**config.mk**
```make
export PLATFORM = sky130hd
export DESIGN_NAME = udp_rx_port_filter
export DESIGN_NICKNAME = d
export VERILOG_FILES = /design/src/rtl/udp_rx_port_filter.sv
export SDC_FILE = /design/constraint.sdc
export NUM_CORES = 1
export LEC_CHECK = 0
export BUFFER_PORTS_ARGS = -buffer_cell sky130_fd_sc_hd__buf_2
export CAP_MARGIN = 20
export CELL_PAD_IN_SITES_DETAIL_PLACEMENT = 2
export CELL_PAD_IN_SITES_GLOBAL_PLACEMENT = 2
export CORE_MARGIN = 2
export CORE_UTILIZATION = 37
export DETAILED_ROUTE_END_ITERATION = 8
export PLACE_DENSITY = 0.91
export SYNTH_ARGS = -nofsm -noshare
export SYNTH_HDL_FRONTEND = slang
export SYNTH_SLANG_ARGS = --single-unit
```
**constraint.sdc**
```tcl
create_clock -name clk -period 12.95 [get_ports clk]
set_input_delay 1.295 -clock clk [delete_from_list [all_inputs] [get_ports clk]]
set_output_delay 1.295 -clock clk [all_outputs]
set_load 0.02 [all_outputs]
```
**src/rtl/udp_rx_port_filter.sv**
```systemverilog
// Byte-serial Ethernet/IPv4/UDP receive filter: validates the headers, matches the UDP
// destination port against NUM_CH channels and streams the trimmed payload with sideband.
module udp_rx_port_filter #(
    parameter int NUM_CH     = 4,
    parameter int CH_W       = 2,
    parameter int HDR_OFFSET = 0,
    parameter int MCAST_EN   = 1,
    parameter int CNT_W      = 16
) (
    input  logic                 clk,
    input  logic                 rst,
    input  logic [47:0]          local_mac,
    input  logic [31:0]          local_ip,
    input  logic [16*NUM_CH-1:0] port_table,
    input  logic [NUM_CH-1:0]    port_en,
    input  logic [7:0]           rx_data,
    input  logic                 rx_data_valid,
    output logic [7:0]           tx_data,
    output logic                 tx_data_valid,
    output logic                 tx_sof,
    output logic                 tx_eof,
    output logic                 tx_abort,
    output logic [CH_W-1:0]      tx_ch,
    output logic [47:0]          src_mac,
    output logic [31:0]          src_ip,
    output logic [15:0]          src_port,
    output logic [CNT_W-1:0]     frame_ok_cnt,
    output logic [CNT_W-1:0]     frame_drop_cnt
);

    typedef enum logic [1:0] {S_IDLE, S_HDR, S_PAY, S_DROP} state_t;

    localparam logic [15:0] OFS = 16'(HDR_OFFSET);

    state_t          r_state, w_state_nx;
    logic            r_vld_d, r_first, r_uc, r_bc, r_mc;
    logic [15:0]     r_raw, r_rem;
    logic [7:0]      r_hi, r_data_p0;
    logic [47:0]     r_cap_mac;
    logic [31:0]     r_cap_ip;
    logic [15:0]     r_cap_port;
    logic [CH_W-1:0] r_cap_ch;
    logic            r_vld_p0, r_sof_p0, r_eof_p0, r_abort_p0;

    logic            w_start, w_hdr_byte, w_hit, w_uc, w_bc, w_mc_ok, w_fail;
    logic            w_emit, w_eof, w_abort, w_ok_inc, w_drop_inc;
    logic [15:0]     w_raw, w_k, w_port;
    logic [7:0]      w_ref;
    logic [CH_W-1:0] w_ch;

    // Lowest enabled channel whose table entry equals the port wins.
    function automatic logic [CH_W:0] port_lookup(input logic [15:0] port,
                                                  input logic [16*NUM_CH-1:0] tbl,
                                                  input logic [NUM_CH-1:0] en);
        logic [CH_W:0] res;
        res = '0;
        for (int i = NUM_CH - 1; i >= 0; i--) begin
            if (en[i] && (tbl[16*i +: 16] == port)) res = {1'b1, CH_W'(i)};
        end
        return res;
    endfunction

    always_comb begin
        w_start    = rx_data_valid && !r_vld_d;
        w_raw      = (r_state == S_IDLE) ? 16'd0 : r_raw;
        w_k        = w_raw - OFS;
        w_hdr_byte = ((r_state == S_IDLE && w_start) || (r_state == S_HDR && rx_data_valid))
                     && (w_raw >= OFS);
        w_port     = {r_hi, rx_data};
        {w_hit, w_ch} = port_lookup(w_port, port_table, port_en);

        w_ref = 8'h00;
        case (w_k)
            16'd0:   w_ref = local_mac[47:40];
            16'd1:   w_ref = local_mac[39:32];
            16'd2:   w_ref = local_mac[31:24];
            16'd3:   w_ref = local_mac[23:16];
            16'd4:   w_ref = local_mac[15:8];
            16'd5:   w_ref = local_mac[7:0];
            16'd30:  w_ref = local_ip[31:24];
            16'd31:  w_ref = local_ip[23:16];
            16'd32:  w_ref = local_ip[15:8];
            16'd33:  w_ref = local_ip[7:0];
            default: w_ref = 8'h00;
        endcase
        // One running unicast flag serves both the MAC and the IP field.
        w_uc    = ((w_k == 16'd0 || w_k == 16'd30) ? 1'b1 : r_uc) && (rx_data == w_ref);
        w_bc    = ((w_k == 16'd0) ? 1'b1 : r_bc) && (rx_data == 8'hFF);
        w_mc_ok = (MCAST_EN != 0) && r_mc;

        w_fail = 1'b0;
        if (w_hdr_byte) begin
            case (w_k)
                16'd5:   w_fail = !(w_uc || w_bc || w_mc_ok);
                16'd12:  w_fail = (rx_data != 8'h08);
                16'd13:  w_fail = (rx_data != 8'h00);
                16'd14:  w_fail = (rx_data != 8'h45);
                16'd23:  w_fail = (rx_data != 8'h11);
                16'd33:  w_fail = !(w_uc || w_mc_ok);
                16'd37:  w_fail = !w_hit;
                16'd39:  w_fail = (w_port <= 16'd8);
                default: w_fail = 1'b0;
            endcase
        end

        w_state_nx = r_state;
        w_emit     = 1'b0;
        w_abort    = 1'b0;
        w_ok_inc   = 1'b0;
        w_drop_inc = 1'b0;
        w_eof      = (r_rem == 16'd1);
        case (r_state)
            S_IDLE: begin
                if (w_start) begin
                    w_state_nx = w_fail ? S_DROP : S_HDR;
                    w_drop_inc = w_fail;
                end
            end
            S_HDR: begin
                if (!rx_data_valid) begin
                    w_state_nx = S_IDLE;
                    w_drop_inc = 1'b1;
                end else if (w_fail) begin
                    w_state_nx = S_DROP;
                    w_drop_inc = 1'b1;
                end else if (w_hdr_byte && w_k == 16'd41) begin
                    w_state_nx = S_PAY;
                end
            end
            S_PAY: begin
                if (!rx_data_valid) begin
                    w_state_nx = S_IDLE;
                    w_abort    = 1'b1;
                    w_drop_inc = 1'b1;
                end else begin
                    w_emit = 1'b1;
                    if (w_eof) begin
                        w_state_nx = S_DROP;
                        w_ok_inc   = 1'b1;
                    end
                end
            end
            default: begin
                if (!rx_data_valid) w_state_nx = S_IDLE;
            end
        endcase
    end

    // Header parse: byte counter, match flags, captured sideband, payload down-counter
    always_ff @(posedge clk) begin
        r_raw     <= w_raw + 16'd1;
        r_first   <= (r_state != S_PAY);
        r_data_p0 <= rx_data;
        if (w_hdr_byte) begin
            r_uc <= w_uc;
            r_bc <= w_bc;
            if (w_k == 16'd0)  r_mc <= rx_data[0];
            if (w_k == 16'd30) r_mc <= (rx_data[7:4] == 4'hE);
            if (w_k == 16'd36 || w_k == 16'd38) r_hi <= rx_data;
            if (w_k >= 16'd6 && w_k <= 16'd11)  r_cap_mac  <= {r_cap_mac[39:0], rx_data};
            if (w_k >= 16'd26 && w_k <= 16'd29) r_cap_ip   <= {r_cap_ip[23:0], rx_data};
            if (w_k == 16'd34 || w_k == 16'd35) r_cap_port <= {r_cap_port[7:0], rx_data};
            if (w_k == 16'd37) r_cap_ch <= w_ch;
            if (w_k == 16'd39) r_rem <= w_port - 16'd8;
        end else if (w_emit) begin
            r_rem <= r_rem - 16'd1;
        end
    end

    // Control, stage p0 markers, output stage and statistics
    always_ff @(posedge clk) begin
        if (rst) begin
            r_state        <= S_IDLE;
            r_vld_d        <= 1'b1;
            r_vld_p0       <= 1'b0;
            r_sof_p0       <= 1'b0;
            r_eof_p0       <= 1'b0;
            r_abort_p0     <= 1'b0;
            tx_data        <= 8'h00;
            tx_data_valid  <= 1'b0;
            tx_sof         <= 1'b0;
            tx_eof         <= 1'b0;
            tx_abort       <= 1'b0;
            tx_ch          <= '0;
            src_mac        <= 48'h0;
            src_ip         <= 32'h0;
            src_port       <= 16'h0;
            frame_ok_cnt   <= '0;
            frame_drop_cnt <= '0;
        end else begin
            r_state    <= w_state_nx;
            r_vld_d    <= rx_data_valid;
            r_vld_p0   <= w_emit;
            r_sof_p0   <= w_emit && r_first;
            r_eof_p0   <= w_emit && w_eof;
            r_abort_p0 <= w_abort;

            tx_data_valid <= r_vld_p0;
            tx_data       <= r_vld_p0 ? r_data_p0 : 8'h00;
            tx_sof        <= r_sof_p0;
            tx_eof        <= r_eof_p0;
            tx_abort      <= r_abort_p0;
            if (r_sof_p0) begin
                tx_ch    <= r_cap_ch;
                src_mac  <= r_cap_mac;
                src_ip   <= r_cap_ip;
                src_port <= r_cap_port;
            end
            if (w_ok_inc)   frame_ok_cnt   <= frame_ok_cnt + CNT_W'(1);
            if (w_drop_inc) frame_drop_cnt <= frame_drop_cnt + CNT_W'(1);
        end
    end

endmodule

```
Yosys cells after proc, flatten, opt, wreduce, memory -nomap -nowiden:

Index checks and enable logic that the tools add are counted.

* $lt $le $gt $ge: 6
* reductions and logical operators: 42
* equal/unequal tests: 39
* bitwise operators: 2
* mux-type cells: 34
* add/subtract/negate cells: 5

Operators by type and width (number)
* == test 16 x 6 -> 1 bit, second input constant: 9
* case mux 8 bit (10 select lines): 1
* == test 16 bit: 4
* 2-to-1 mux 16 bit: 4
* adder 16 x 1 -> 16 bit, second input constant: 3
* == test 16 x 4 -> 1 bit, second input constant: 3
* == test 16 x 5 -> 1 bit, second input constant: 3
* == test 16 x 1 -> 1 bit, second input constant: 2
* == test 16 x 2 -> 1 bit, second input constant: 2
* == test 16 x 3 -> 1 bit, second input constant: 2
* <= comparator 16 x 4 -> 1 bit, second input constant: 2
* greater-or-equal comparator 16 x 1 -> 1 bit, second input constant: 1
* greater-or-equal comparator 16 x 3 -> 1 bit, second input constant: 1
* greater-or-equal comparator 16 x 5 -> 1 bit, second input constant: 1
* <= comparator 16 x 5 -> 1 bit, second input constant: 1
* logical NOT 16 bit: 1
* 2-to-1 mux 2 bit: 8
* subtractor 16 x 1 -> 16 bit, second input constant: 1
* subtractor 16 x 4 -> 16 bit, second input constant: 1
* logical AND 1 bit: 15
* 2-to-1 mux 1 bit: 14
* AND reduction 2 bit: 7
* 2-to-1 mux 3 bit: 4
* == test 8 bit: 1
* 23 further kinds: 37

* input port bits: 159
* register bits: 299
* output and inout bits: 142
* logic and storage cells: 158

Depth between registers and ports, before layout:

* word-level depth: 14
* mapped depth: 16
* mapped depth without buffers: 13

Worst setup path before layout:

OpenSTA, ideal clock, no wires.

* kind: input to register
* from: input rx_data_valid
* to: register r_cap_mac[0] (enable)
* setup time: 0.572 ns
* buffers on the path: 1
* data arrival time: 6.401 ns
* setup slack: 5.977 ns
* stages: 3
* required time: 12.378 ns
* cell sequence: clkbuf_1 > o21ai_1 > nor4_1

* cells in the longest elaborated chain, start to end: 5
* elaborated cells between the ends (all ways): 6
* classes of those cells: reduce/logical: 6

RTL lines
* start: declaration: RTL line 17 `input logic rx_data_valid,`
* logical AND 1 bit: RTL line 64 `w_start = rx_data_valid && !r_vld_d;`
* logical AND 1 bit: RTL line 67 `w_hdr_byte = ((r_state == S_IDLE && w_start) || (r_state == S_HDR && rx_data_valid))`
* logical OR 1 bit (*): RTL line 67
* logical AND 1 bit (*): RTL line 68 `&& (w_raw >= OFS);`
* AND reduction 2 bit (no line) (*)
* end signal: assignment: RTL line 160 `if (w_k >= 16'd6 && w_k <= 16'd11) r_cap_mac <= {r_cap_mac[39:0], rx_data};`
* end: declaration: RTL line 39 `logic [47:0] r_cap_mac;`

Mark *: on every way between the ends. The rest lies on a longest branch, timed or not.
A chain may end at the register's enable or synchronous reset.

Worst setup path in the final report:

* from: register r_state[0]
* to: register frame_drop_cnt[13]

* cells in the longest elaborated chain, start to end: 14
* elaborated cells between the ends (all ways): 43
* classes of those cells: order compare: 1; eq/ne: 18; mux: 10; reduce/logical: 14

RTL lines
* start: declaration: RTL line 35 `state_t r_state, w_state_nx;`
* start signal: assignment: RTL line 191 `r_state <= w_state_nx;`
* logical NOT 2 bit: RTL line 65, 67, 112
* 2-to-1 mux 16 bit: RTL line 65 `w_raw = (r_state == S_IDLE) ? 16'd0 : r_raw;`
* == test 16 x 6 -> 1 bit, or another cell as far along: RTL line 73, 93
* case mux 8 bit (10 select lines) or logical OR 1 bit (tied branches): RTL line 73, 87
* == test 8 bit or 2-to-1 mux 1 bit (tied branches): RTL line 87 `w_uc = ((w_k == 16'd0 || w_k == 16'd30) ? 1'b1 : r_uc) && (rx_data == w_ref);`
* logical AND 1 bit: RTL line 87
* logical OR 1 bit (2 in series): RTL line 94 `16'd5: w_fail = !(w_uc || w_bc || w_mc_ok);`
* logical NOT 1 bit: RTL line 94
* case mux 1 bit (8 select lines): RTL line 93 `case (w_k)`
* 2-to-1 mux 1 bit: RTL line 92 `if (w_hdr_byte) begin`
* 2-to-1 mux 1 bit: RTL line 123 `end else if (w_fail) begin`
* 2-to-1 mux 1 bit: RTL line 120 `if (!rx_data_valid) begin`
* case mux 1 bit (3 select lines) (*): RTL line 112 `case (r_state)`
* end signal: assignment: RTL line 210 `if (w_drop_inc) frame_drop_cnt <= frame_drop_cnt + CNT_W'(1);`
* end: declaration: RTL line 28 `output logic [CNT_W-1:0] frame_drop_cnt`

Marks and branches as above.

==> results.json <==
{
  "status": "finished clean",
  "powerDensity_nw_per_um2": 128.1,
  "drtIter0Drc": 477,
  "drv_cap": 0,
  "grt_busiest_layer": "met2",
  "dp_cells": 1924,
  "cts.path.max_buffers": 3,
  "power_frac_comb_pct": 9.2,
  "die_area_sq_um": 37070,
  "swShare_pct": 24.38,
  "slew_headroom_pct": 26.38,
  "syn_nets": 1386,
  "grt_pass1_wl_microns": 70390,
  "port_buffers": 300,
  "cts_htree_levels": 1,
  "fp.coreArea_sq_um": 35310,
  "ys_seq_elements": 299,
  "rows": 69,
  "crit_type": "reg -> reg",
  "power_frac_clock_pct": 42.4,
  "wl_microns": 46660,
  "hold_start": "r_data_p0[2]$_DFF_P_",
  "postLayoutSetupSlackWorst_ps": 8108,
  "fmax_mhz": 206.5,
  "cts_tree": "done",
  "rr_endpoint": "frame_drop_cnt[13]$_SDFFE_PP0P_",
  "syn-cell-area_sq_um": 13150,
  "yosysTopAreaCellShare_pct": 28.54,
  "slowest_stage": "nor4b_1",
  "clkSlewWorstSetupHoldPaths_ps": 60,
  "nets": 1665,
  "critPathBufInv": 2,
  "synth_area_leaders": "edfxtp_1, dfxtp_1, mux2i_1, nor2_1, xnor2_1",
  "rr_worst_depth": 14,
  "path_cells": "inv_1, ha_1, buf_4, nor4b_1, nand4_1, o32ai_1, a221oi_1, a21boi_0, o22ai_1, nor4_2, a21oi_2, nor2_2, nor4b_1, mux2_1",
  "cts_resized": 0,
  "required_ps": 13400,
  "die_w_microns": 192.5,
  "p_seq_share_pct": 48.4,
  "r2r-start": "r_state[0]$_SDFFE_PP0P_",
  "cts_hold_buf": 0,
  "dp_hpwl_microns": 33520,
  "crit_fanout": 37,
  "drc": 0,
  "critPathLaunchType": "register",
  "crit_arrival_ps": 5290,
  "die_y_microns": 192.5,
  "hp-class": "reg -> reg",
  "min_path_cells": 1,
  "synth_cells": 1218,
  "async_flop_share_pct": 0,
  "cts_root_buffer": "clkbuf_16",
  "post-synth-top-area-cell": "edfxtp_1",
  "cts_sinks": 299,
  "seqCellArea_sq_um": 7241,
  "p_int_w": 0.001553,
  "vias": 10720,
  "clk_latency_ps": 570,
  "grt_usage_pct": 24.71,
  "ioPinCount": 301,
  "rrSetupSlack_ps": 8110,
  "syn_area_per_cell_sq_um": 10.80,
  "multiInputGateArea_sq_um": 5587,
  "synth_edf_count": 125,
  "numCtsBuffers": 31,
  "first_global_vias": 12037,
  "clock_skew_ps": 15.09,
  "cp_top_family": "simple AND/OR/NAND/NOR gates",
  "finalSetupViolCount": 0,
  "cpPeakStageDelay_ps": 950,
  "place_congestion": 0.8666,
  "grtUsageMet3_pct": 3.637,
  "firstDrtPassIters": 7,
  "fin_crit_ps": 4842,
  "post-place-ws_ps": 8133,
  "grt_util_met1_pct": 28.95,
  "min_period_over_period_pct": 37.39,
  "routed_via_density": 5.409,
  "synthFlopType": "dfxtp_1",
  "tightestPinTransition_ps": 1104,
  "yosysUniqueCellTypes": 82,
  "fillCellCount": 3689,
  "finalNonFillerCells": 1982,
  "ir_drop_uv": 88.41,
  "syn2layout_area_growth_pct": 21.98,
  "seq_area_frac_synth_pct": 55.03,
  "grt_max_degree": 64,
  "rsz0062_at_grt": "no",
  "met2_usage_pct": 45.95,
  "yosys_warnings": 0,
  "drive_above_1_share_pct": 24.98,
  "path_common_cell": "nor4b_1",
  "holdPathEnd": "tx_data[2]$_SDFF_PP0_",
  "ant_nets": 0,
  "p_switching_w": 0.0005010,
  "slew_viol_final": 0,
  "antenna-diode-count": 0,
  "grt_antenna_before_repair": 0,
  "power_leakage_nw": 6.115,
  "hold_viol": 0,
  "overflow": 0,
  "fin_tns_setup_ps": 0,
  "wl_per_cell_microns": 23.54,
  "initial_core_util_pct": 37.25,
  "cp-end-kind": "register",
  "post_cts_buffers": 0
}
==> sequential cells by signal (all words and copies together), names as in the netlist, 2 cells and up <==
register        count
r_cap_mac          48
src_mac            48
r_cap_ip           32
src_ip             32
frame_drop_cnt     16
frame_ok_cnt       16
r_cap_port         16
r_raw              16
r_rem              16
src_port           16
r_data_p0           8
r_hi                8
tx_data             8
r_cap_ch            2
r_state             2
tx_ch               2
==> cell type report <==
class / instances / share of cell area, %
clock inverter: 7 / 0.4446
sequential: 299 / 45.14
tap: 461 / 3.596
clock buffer: 50 / 5.663
inverter: 19 / 0.4446
multi-input combinational: 835 / 34.83
timing repair buffer: 311 / 9.890
==> synth_stat cells, types with 22 or more instances <==
cell      count
nor2_1      182
dfxtp_1     174
edfxtp_1    125
mux2i_1     108
nand2_1      73
xnor2_1      69
xor2_1       53
clkbuf_1     37
nand3_1      33
a21oi_1      30
nor3_1       27
nand4_1      24
nor4_1       22
o21ai_0      22
==> placed cells by master, fill, tap and decap left out, types with 19 or more instances in the layout <==
cell,instances
a21oi_1,30
buf_2,299
clkbuf_16,32
dfxtp_1,173
edfxtp_1,125
inv_1,19
mux2i_1,108
nand2_1,73
nand3_1,33
nand4_1,24
nor2_1,182
nor3_1,27
nor4_1,20
o21ai_0,21
xnor2_1,69
xor2_1,53
==> routing by layer <==
| metal | part of all wire (%) | vias to the layer above |
|---|---|---|
| li1 | - | 4925 |
| met1 | 40 | 5343 |
| met2 | 52 | 358 |
| met3 | 4.9 | 94 |
| met4 | 3.0 | 0 |
| met5 | 0 | - |
==> metrics by stage <==
step           total power (W)  hold WS (ps)  util, %  area [sq um]
6_report              0.002054         430.8    45.43         16040
4_1_cts               0.002073         433.5    45.41         16030
5_1_grt               0.002128         456.9    45.43         16040
2_1_floorplan         0.001128         405.7        -         13150
3_3_place_gp          0.001194         409.1    42.61         15050
3_5_place_dp          0.001202         420.0    42.63         15050
==> worst max-delay path by stage <==
| stage | startpoint | end | slack [ps] | cells after the start |
|---|---|---|---|---|
| final | r_state[0]$_SDFFE_PP0P_ | frame_drop_cnt[13]$_SDFFE_PP0P_ | 8110 | 14 |
| after global routing | r_state[0]$_SDFFE_PP0P_ | frame_drop_cnt[13]$_SDFFE_PP0P_ | 7630 | 14 |
| after CTS | r_state[0]$_SDFFE_PP0P_ | frame_drop_cnt[13]$_SDFFE_PP0P_ | 8090 | 14 |
| after detailed placement | r_state[0]$_SDFFE_PP0P_ | frame_drop_cnt[13]$_SDFFE_PP0P_ | 8130 | 14 |
| after global placement | rx_data[4] | frame_drop_cnt[13]$_SDFFE_PP0P_ | 8400 | 11 |
| after floorplan | rx_data_valid | r_cap_mac[0]$_DFFE_PP_ | 5980 | 3 |
==> power groups by stage <==
| stage | clock network [W] | logic, W | registers [W] |
|---|---|---|---|
| 2_1_floorplan | 0 | 0.000116 | 0.00101 |
| 3_3_place_gp | 0 | 0.000180 | 0.00101 |
| 3_5_place_dp | 0 | 0.000188 | 0.00101 |
| 4_1_cts | 0.000888 | 0.000190 | 0.000994 |
| 5_1_grt | 0.000927 | 0.000206 | 0.000994 |
| 6_report | 0.000870 | 0.000189 | 0.000994 |
==> kinds of logic after synthesis <==
logic type,after synthesis,share of synthesized area (%)
AND/OR/NAND/NOR,463,18.05
buffers and inverters,84,2.588
XOR/XNOR,122,8.125
AO/OA/AOI/OAI,125,6.451
adder cells (fa/ha/maj),9,0.8563
flip-flops,299,55.03
multiplexers,116,8.905
Note: power is estimated with default switching activity, not from simulation.
